<file path="src/rtl/gmii_arp_rx.sv">
// rtl/gmii_arp_rx.sv - GMII receive parser that extracts ARP requests/replies addressed to this station.
// Optional FCS checking is compiled in with the ARP_RX_CRC_EN macro.
module gmii_arp_rx #(
    parameter logic [47:0] LOCAL_MAC = 48'h000A35010203,
    parameter logic [31:0] LOCAL_IP  = 32'hC0A8010A,
    parameter int          MAX_FRAME = 1518
) (
    input  logic        gmii_clk,
    input  logic        rst_n,
    input  logic [7:0]  gmii_rxd,
    input  logic        gmii_rx_dv,
    input  logic        gmii_rx_er,
    output logic        arp_valid,
    output logic [15:0] arp_opcode,
    output logic [47:0] arp_src_mac,
    output logic [31:0] arp_src_ip,
    output logic        frame_err
);

    localparam logic [10:0] MAX_CNT = 11'(MAX_FRAME);
    localparam logic [10:0] MIN_CNT = 11'd64;

    typedef enum logic [2:0] {IDLE, PREAMBLE, ETH_HDR, ARP_BODY, TAIL, DROP} state_t;

    state_t      state;
    logic [10:0] count;
    logic        bc_ok, uc_ok, err_flag;
    logic [47:0] sha;
    logic [31:0] spa;
    logic [15:0] oper;
    logic [7:0]  mac_byte, ip_byte;
    logic [1:0]  ip_sel;
    logic        bc_next, uc_next, byte_bad, crc_ok;

`ifdef ARP_RX_CRC_EN
    logic [31:0] crc, crc_rev;

    function automatic logic [31:0] crc_byte(input logic [31:0] c, input logic [7:0] d);
        logic [31:0] r;
        r = c ^ {24'h0, d};
        for (int i = 0; i < 8; i++)
            r = r[0] ? ((r >> 1) ^ 32'hEDB88320) : (r >> 1);
        return r;
    endfunction

    // The reflected register holds the good-frame residue in bit-reversed form.
    always_comb begin
        crc_rev = '0;
        for (int i = 0; i < 32; i++)
            crc_rev[i] = crc[31-i];
        crc_ok = (crc_rev == 32'hC704DD7B);
    end
`else
    assign crc_ok = 1'b1;
`endif

    always_comb begin
        mac_byte = 8'(LOCAL_MAC >> {3'd5 - count[2:0], 3'b000});
        ip_sel   = 2'(count - 11'd38);
        ip_byte  = 8'(LOCAL_IP >> {2'd3 - ip_sel, 3'b000});
        bc_next  = bc_ok & (gmii_rxd == 8'hFF);
        uc_next  = uc_ok & (gmii_rxd == mac_byte);
        byte_bad = 1'b0;
        if (state == ETH_HDR) begin
            if (count < 11'd6)        byte_bad = !(bc_next || uc_next);
            else if (count == 11'd12) byte_bad = (gmii_rxd != 8'h08);
            else if (count == 11'd13) byte_bad = (gmii_rxd != 8'h06);
        end else if (state == ARP_BODY) begin
            case (count)
                11'd14, 11'd17, 11'd20: byte_bad = (gmii_rxd != 8'h00);
                11'd15:  byte_bad = (gmii_rxd != 8'h01);
                11'd16:  byte_bad = (gmii_rxd != 8'h08);
                11'd18:  byte_bad = (gmii_rxd != 8'h06);
                11'd19:  byte_bad = (gmii_rxd != 8'h04);
                11'd21:  byte_bad = (gmii_rxd != 8'h01) && (gmii_rxd != 8'h02);
                11'd38, 11'd39, 11'd40, 11'd41: byte_bad = (gmii_rxd != ip_byte);
                default: byte_bad = 1'b0;
            endcase
        end
    end

    always_ff @(posedge gmii_clk or negedge rst_n) begin
        if (!rst_n) begin
            state       <= IDLE;
            count       <= '0;
            bc_ok       <= 1'b0;
            uc_ok       <= 1'b0;
            err_flag    <= 1'b0;
            sha         <= '0;
            spa         <= '0;
            oper        <= '0;
            arp_valid   <= 1'b0;
            frame_err   <= 1'b0;
            arp_opcode  <= '0;
            arp_src_mac <= '0;
            arp_src_ip  <= '0;
`ifdef ARP_RX_CRC_EN
            crc         <= 32'hFFFFFFFF;
`endif
        end else begin
            arp_valid <= 1'b0;
            frame_err <= 1'b0;
            case (state)
                IDLE: begin
                    err_flag <= 1'b0;
                    if (gmii_rx_dv)
                        state <= (gmii_rxd == 8'h55) ? PREAMBLE : DROP;
                end
                PREAMBLE: begin
                    if (!gmii_rx_dv) begin
                        frame_err <= 1'b1;
                        state     <= IDLE;
                    end else if (gmii_rxd == 8'hD5) begin
                        state <= ETH_HDR;
                        count <= '0;
                        bc_ok <= 1'b1;
                        uc_ok <= 1'b1;
`ifdef ARP_RX_CRC_EN
                        crc   <= 32'hFFFFFFFF;
`endif
                    end else if (gmii_rxd != 8'h55) begin
                        state <= DROP;
                    end
                end
                ETH_HDR, ARP_BODY, TAIL: begin
                    if (!gmii_rx_dv) begin
                        state <= IDLE;
                        if (state == TAIL && count >= MIN_CNT && count <= MAX_CNT && crc_ok) begin
                            arp_valid   <= 1'b1;
                            arp_opcode  <= oper;
                            arp_src_mac <= sha;
                            arp_src_ip  <= spa;
                        end else begin
                            frame_err <= 1'b1;
                        end
                    end else if (gmii_rx_er) begin
                        state    <= DROP;
                        err_flag <= 1'b1;
                    end else if (byte_bad) begin
                        state <= DROP;
                    end else begin
                        if (count != 11'h7FF)
                            count <= count + 11'd1;
`ifdef ARP_RX_CRC_EN
                        crc <= crc_byte(crc, gmii_rxd);
`endif
                        if (count < 11'd6) begin
                            bc_ok <= bc_next;
                            uc_ok <= uc_next;
                        end
                        if (count == 11'd20) oper[15:8] <= gmii_rxd;
                        if (count == 11'd21) oper[7:0]  <= gmii_rxd;
                        if (count >= 11'd22 && count <= 11'd27) sha <= {sha[39:0], gmii_rxd};
                        if (count >= 11'd28 && count <= 11'd31) spa <= {spa[23:0], gmii_rxd};
                        if (state == ETH_HDR && count == 11'd13)  state <= ARP_BODY;
                        if (state == ARP_BODY && count == 11'd41) state <= TAIL;
                    end
                end
                DROP: begin
                    if (!gmii_rx_dv) begin
                        state     <= IDLE;
                        frame_err <= err_flag;
                    end
                end
                default: state <= IDLE;
            endcase
        end
    end

endmodule

</file>
<file path="config.mk">
export PLATFORM = sky130hd
export DESIGN_NAME = gmii_arp_rx
export DESIGN_NICKNAME = d
export VERILOG_FILES = /design/src/rtl/gmii_arp_rx.sv
export SDC_FILE = /design/constraint.sdc
export NUM_CORES = 1
export LEC_CHECK = 0
export CAP_MARGIN = 25
export CORE_MARGIN = 1
export CORE_UTILIZATION = 35
export DETAILED_ROUTE_END_ITERATION = 8
export DONT_BUFFER_PORTS = 1
export PLACE_DENSITY = 0.47
export SETUP_SLACK_MARGIN = 0.1
export SLEW_MARGIN = 20
export SYNTH_ARGS = -nofsm -noshare
export SYNTH_HDL_FRONTEND = slang
export SYNTH_SLANG_ARGS = --single-unit
</file>
<file path="constraint.sdc">
create_clock -name gmii_clk -period 9.1 [get_ports gmii_clk]
set_input_delay 1.82 -clock gmii_clk [delete_from_list [all_inputs] [get_ports gmii_clk]]
set_output_delay 1.82 -clock gmii_clk [all_outputs]
set_load 0.01 [all_outputs]
</file>
==> results.py <==
metrics = {
    "yosys": {
        "ys_warn_count": 0,
        "ys.flop_type": "dfrtp_1",
        "syn_inst": 677,
        "synth_edf_count": 0,
        "synth-seq-cells": 211,
        "yosysMostFrequentCell": "dfrtp_1",
        "ys_seq_area_share_pct": 57.3,
        "synthesis.area_um2": 9220,
        "synth_top_area_share_pct": 57.3,
        "synth_commonest_cells": "dfrtp_1 (211), mux2_2 (180), clkbuf_1 (35)",
        "yosysTopAreaCell": "dfrtp_1",
        "syn-num-nets": 697,
        "async_reset_ff_share_pct": 100,
        "yosysUniqueCellTypes": 67,
        "synth_area_leaders": "dfrtp_1 (57%), mux2_2 (22%), mux2_4 (2.6%)",
        "avgSynthCellArea_um2": 13.6,
    },
    "placement": {
        "place.gp.congestion": 0.800,
        "port_buffers": 0,
        "place_hpwl_um": 12600,
    },
    "critical_path": {
        "r2r_start": "count[1]$_DFFE_PN0P_",
        "worstReg2RegEnd": "sha[12]$_DFFE_PN0P_",
        "cp-end-kind": "flop",
        "start_kind": "input pin",
        "critical_path_arrival_ns": 4.68,
        "critPathRequiredTime_ns": 9.48,
        "cp_max_fo": 48,
        "crit_type": "input pin to flop",
        "rr_worst_depth": 10,
        "r2r_slack_ns": 5.11,
    },
    "grt": {
        "grt_pass1_wl_um": 31800,
        "grt_max_degree": 212,
        "grt_pass1_vias": 5480,
        "grt-ovfl-total": 0,
        "track_usage_pct": 14.9,
        "antenna_found_initial": 0,
    },
    "sta": {
        "max_freq_mhz": 233,
        "fin_setup_tns_ns": 0,
        "setup_violations": 0,
        "finClkSkew_ns": 0.00642,
        "period_minus_slack_ns": 4.30,
        "slew_violations": 0,
        "rsz0062_at_grt": "false",
        "slew_headroom_pct": 34.3,
        "hold_viol": 0,
        "holdWs_ns": 0.502,
        "worst_pin_slew_ns": 0.977,
        "period_share_pct": 47.2,
    },
    "route": {
        "firstDrtPassIters": 5,
        "avgRoutedWirePerCell_um": 19.7,
        "wl_um": 19900,
        "via_per_inst": 5.31,
        "final_antenna_net_count": 0,
        "drc_errors": 0,
        "drtIter0Drc": 295,
        "vias": 5363,
    },
    "final_layout": {
        "fillers": 2443,
        "nNetsFinal": 680,
        "area_growth_syn_to_layout_pct": 11.0,
        "num_antenna_cells": 0,
        "seq_area_um2": 5280,
        "drive_gt1_share_pct": 37.0,
        "multi_input_area_um2": 3710,
        "utilization_pct": 39.4,
    },
    "die": {
        "core_um2": 26000,
        "die_h_um": 164,
        "die_w_um": 164,
        "rows": 59,
        "initial_utilization_pct": 35.5,
        "die_area_um2": 27000,
        "ioPinCount": 110,
    },
    "power_and_ir_drop": {
        "switchingPower_uw": 525,
        "power.share.switching_pct": 24.6,
        "comb_power_share_pct": 10.5,
        "p_int_mw": 1.61,
        "peakVddDrop_mv": 0.113,
        "power.leakage_nw": 4.92,
        "power_density_nw_per_um2": 208,
        "p_clk_share_pct": 43.3,
        "power_frac_seq_pct": 46.2,
    },
    "status": {
        "status": "finished, final reports clean",
    },
    "clocking": {
        "cts-resized-gates": 0,
        "cts.root.buffer_cell": "clkbuf_16",
        "clk_latency_ns": 0.50,
        "post_cts_buffers": 0,
        "path_clk_slew_ns": 0.06,
        "cts_buffers": 23,
        "cts_hold_buf": 0,
        "clk_path_buf_depth": 3,
        "htree_levels": 1,
        "numClockSinks": 211,
        "tritoncts": "built",
    },
    "worst_hold_path": {
        "hold-path-endpoint": "sha[47]$_DFFE_PN0P_",
        "holdPathStages": 1,
        "hp-start": "sha[47]$_DFFE_PN0P_",
        "hp-class": "flop to flop",
    },
    "flow_run": {
        "drv_cap": 0,
    },
}
## cell families after synthesis
| logic type | after synthesis | share of synthesized area [%] |
|---|---|---|
| and+or+nand+nor | 119 | 7.30 |
| AOI/OAI and AO/OA | 75 | 5.87 |
| buffers and inverters | 56 | 2.71 |
| DFF | 211 | 57.3 |
| adders and majority gates | 8 | 1.09 |
| muxes | 200 | 25.0 |
| xor gates and xnor gates | 8 | 0.760 |
## flip-flops by register name (all words and copies together) (netlist names), 3 cells and up
name         flops
arp_src_mac     48
count           11
spa             32
arp_src_ip      32
oper            16
arp_opcode      16
sha             48
state            3
## layout by cell type, fill, tap and decap left out, types with 6 or more instances in the layout
cell type / instances
mux2_4: 16
nand2b_1: 6
nand2_1: 20
o31ai_1: 9
o21ai_0: 15
inv_1: 9
nand3_1: 9
mux2_2: 180
dfrtp_1: 211
nor3_1: 9
clkbuf_16: 23
ha_1: 8
a21oi_1: 10
nor2_1: 26
## power groups by stage
stage               logic [mW]  clock network [mW]  registers, mW
detailed placement       0.220                   0           1.00
finish                   0.225               0.925          0.985
floorplan                0.193                   0          0.982
global route             0.253               0.999          0.988
global placement         0.220                   0           1.00
CTS                      0.221               0.958          0.985
## area by class of cell
class / instances / area share, %
sequential: 211 / 51.6
timing repair buffer: 5 / 0.330
multi-input combinational: 410 / 36.3
clock buffer: 33 / 6.48
tap: 335 / 4.09
inverter: 9 / 0.330
clock inverter: 7 / 0.929
## per-stage QoR
| stage | area (um^2) | worst slack, ns | power (mW) | cells |
|---|---|---|---|---|
| 3_5_place_dp | 9480 | 4.28 | 1.22 | 970 |
| 5_1_grt | 10200 | 4.61 | 2.24 | 1010 |
| 4_1_cts | 10200 | 4.81 | 2.16 | 1010 |
| 2_1_floorplan | 9220 | 4.61 | 1.17 | 677 |
| 6_report | 10200 | 4.80 | 2.13 | 1010 |
| 3_3_place_gp | 9480 | 4.31 | 1.22 | 969 |
## worst max-delay path, cell delays in order
cell,delay (ns)
or4b_4,0.55
o41ai_2,0.34
a21oi_2,0.14
nor4_4,0.33
o21ai_2,0.21
nor4_4,0.28
buf_4,0.55
mux2_2,0.41
## worst max-delay path by stage
| stage | start | endpoint | cells after the start |
|---|---|---|---|
| 2_1_floorplan | gmii_rxd[2] | oper[0]$_DFFE_PN0P_ | 10 |
| 3_3_place_gp | gmii_rxd[3] | sha[3]$_DFFE_PN0P_ | 8 |
| 3_5_place_dp | gmii_rxd[3] | sha[8]$_DFFE_PN0P_ | 8 |
| 4_1_cts | gmii_rxd[3] | sha[8]$_DFFE_PN0P_ | 8 |
| 5_1_grt | gmii_rxd[3] | sha[12]$_DFFE_PN0P_ | 8 |
| 6_report | gmii_rxd[3] | sha[12]$_DFFE_PN0P_ | 8 |
## per-layer routing
| layer | share of wire, % | global-route usage, % | vias up | wire [um] |
|---|---|---|---|---|
| met5 | 0 | 0 | - | 0 |
| met4 | 1.7 | 3.87 | 0 | 344 |
| met3 | 7.1 | 3.81 | 26 | 1420 |
| met2 | 46 | 23.3 | 153 | 9150 |
| met1 | 45 | 20.5 | 2766 | 9010 |
| li1 | - | - | 2418 | - |
No activity file was read; power rests on OpenSTA's default activity.
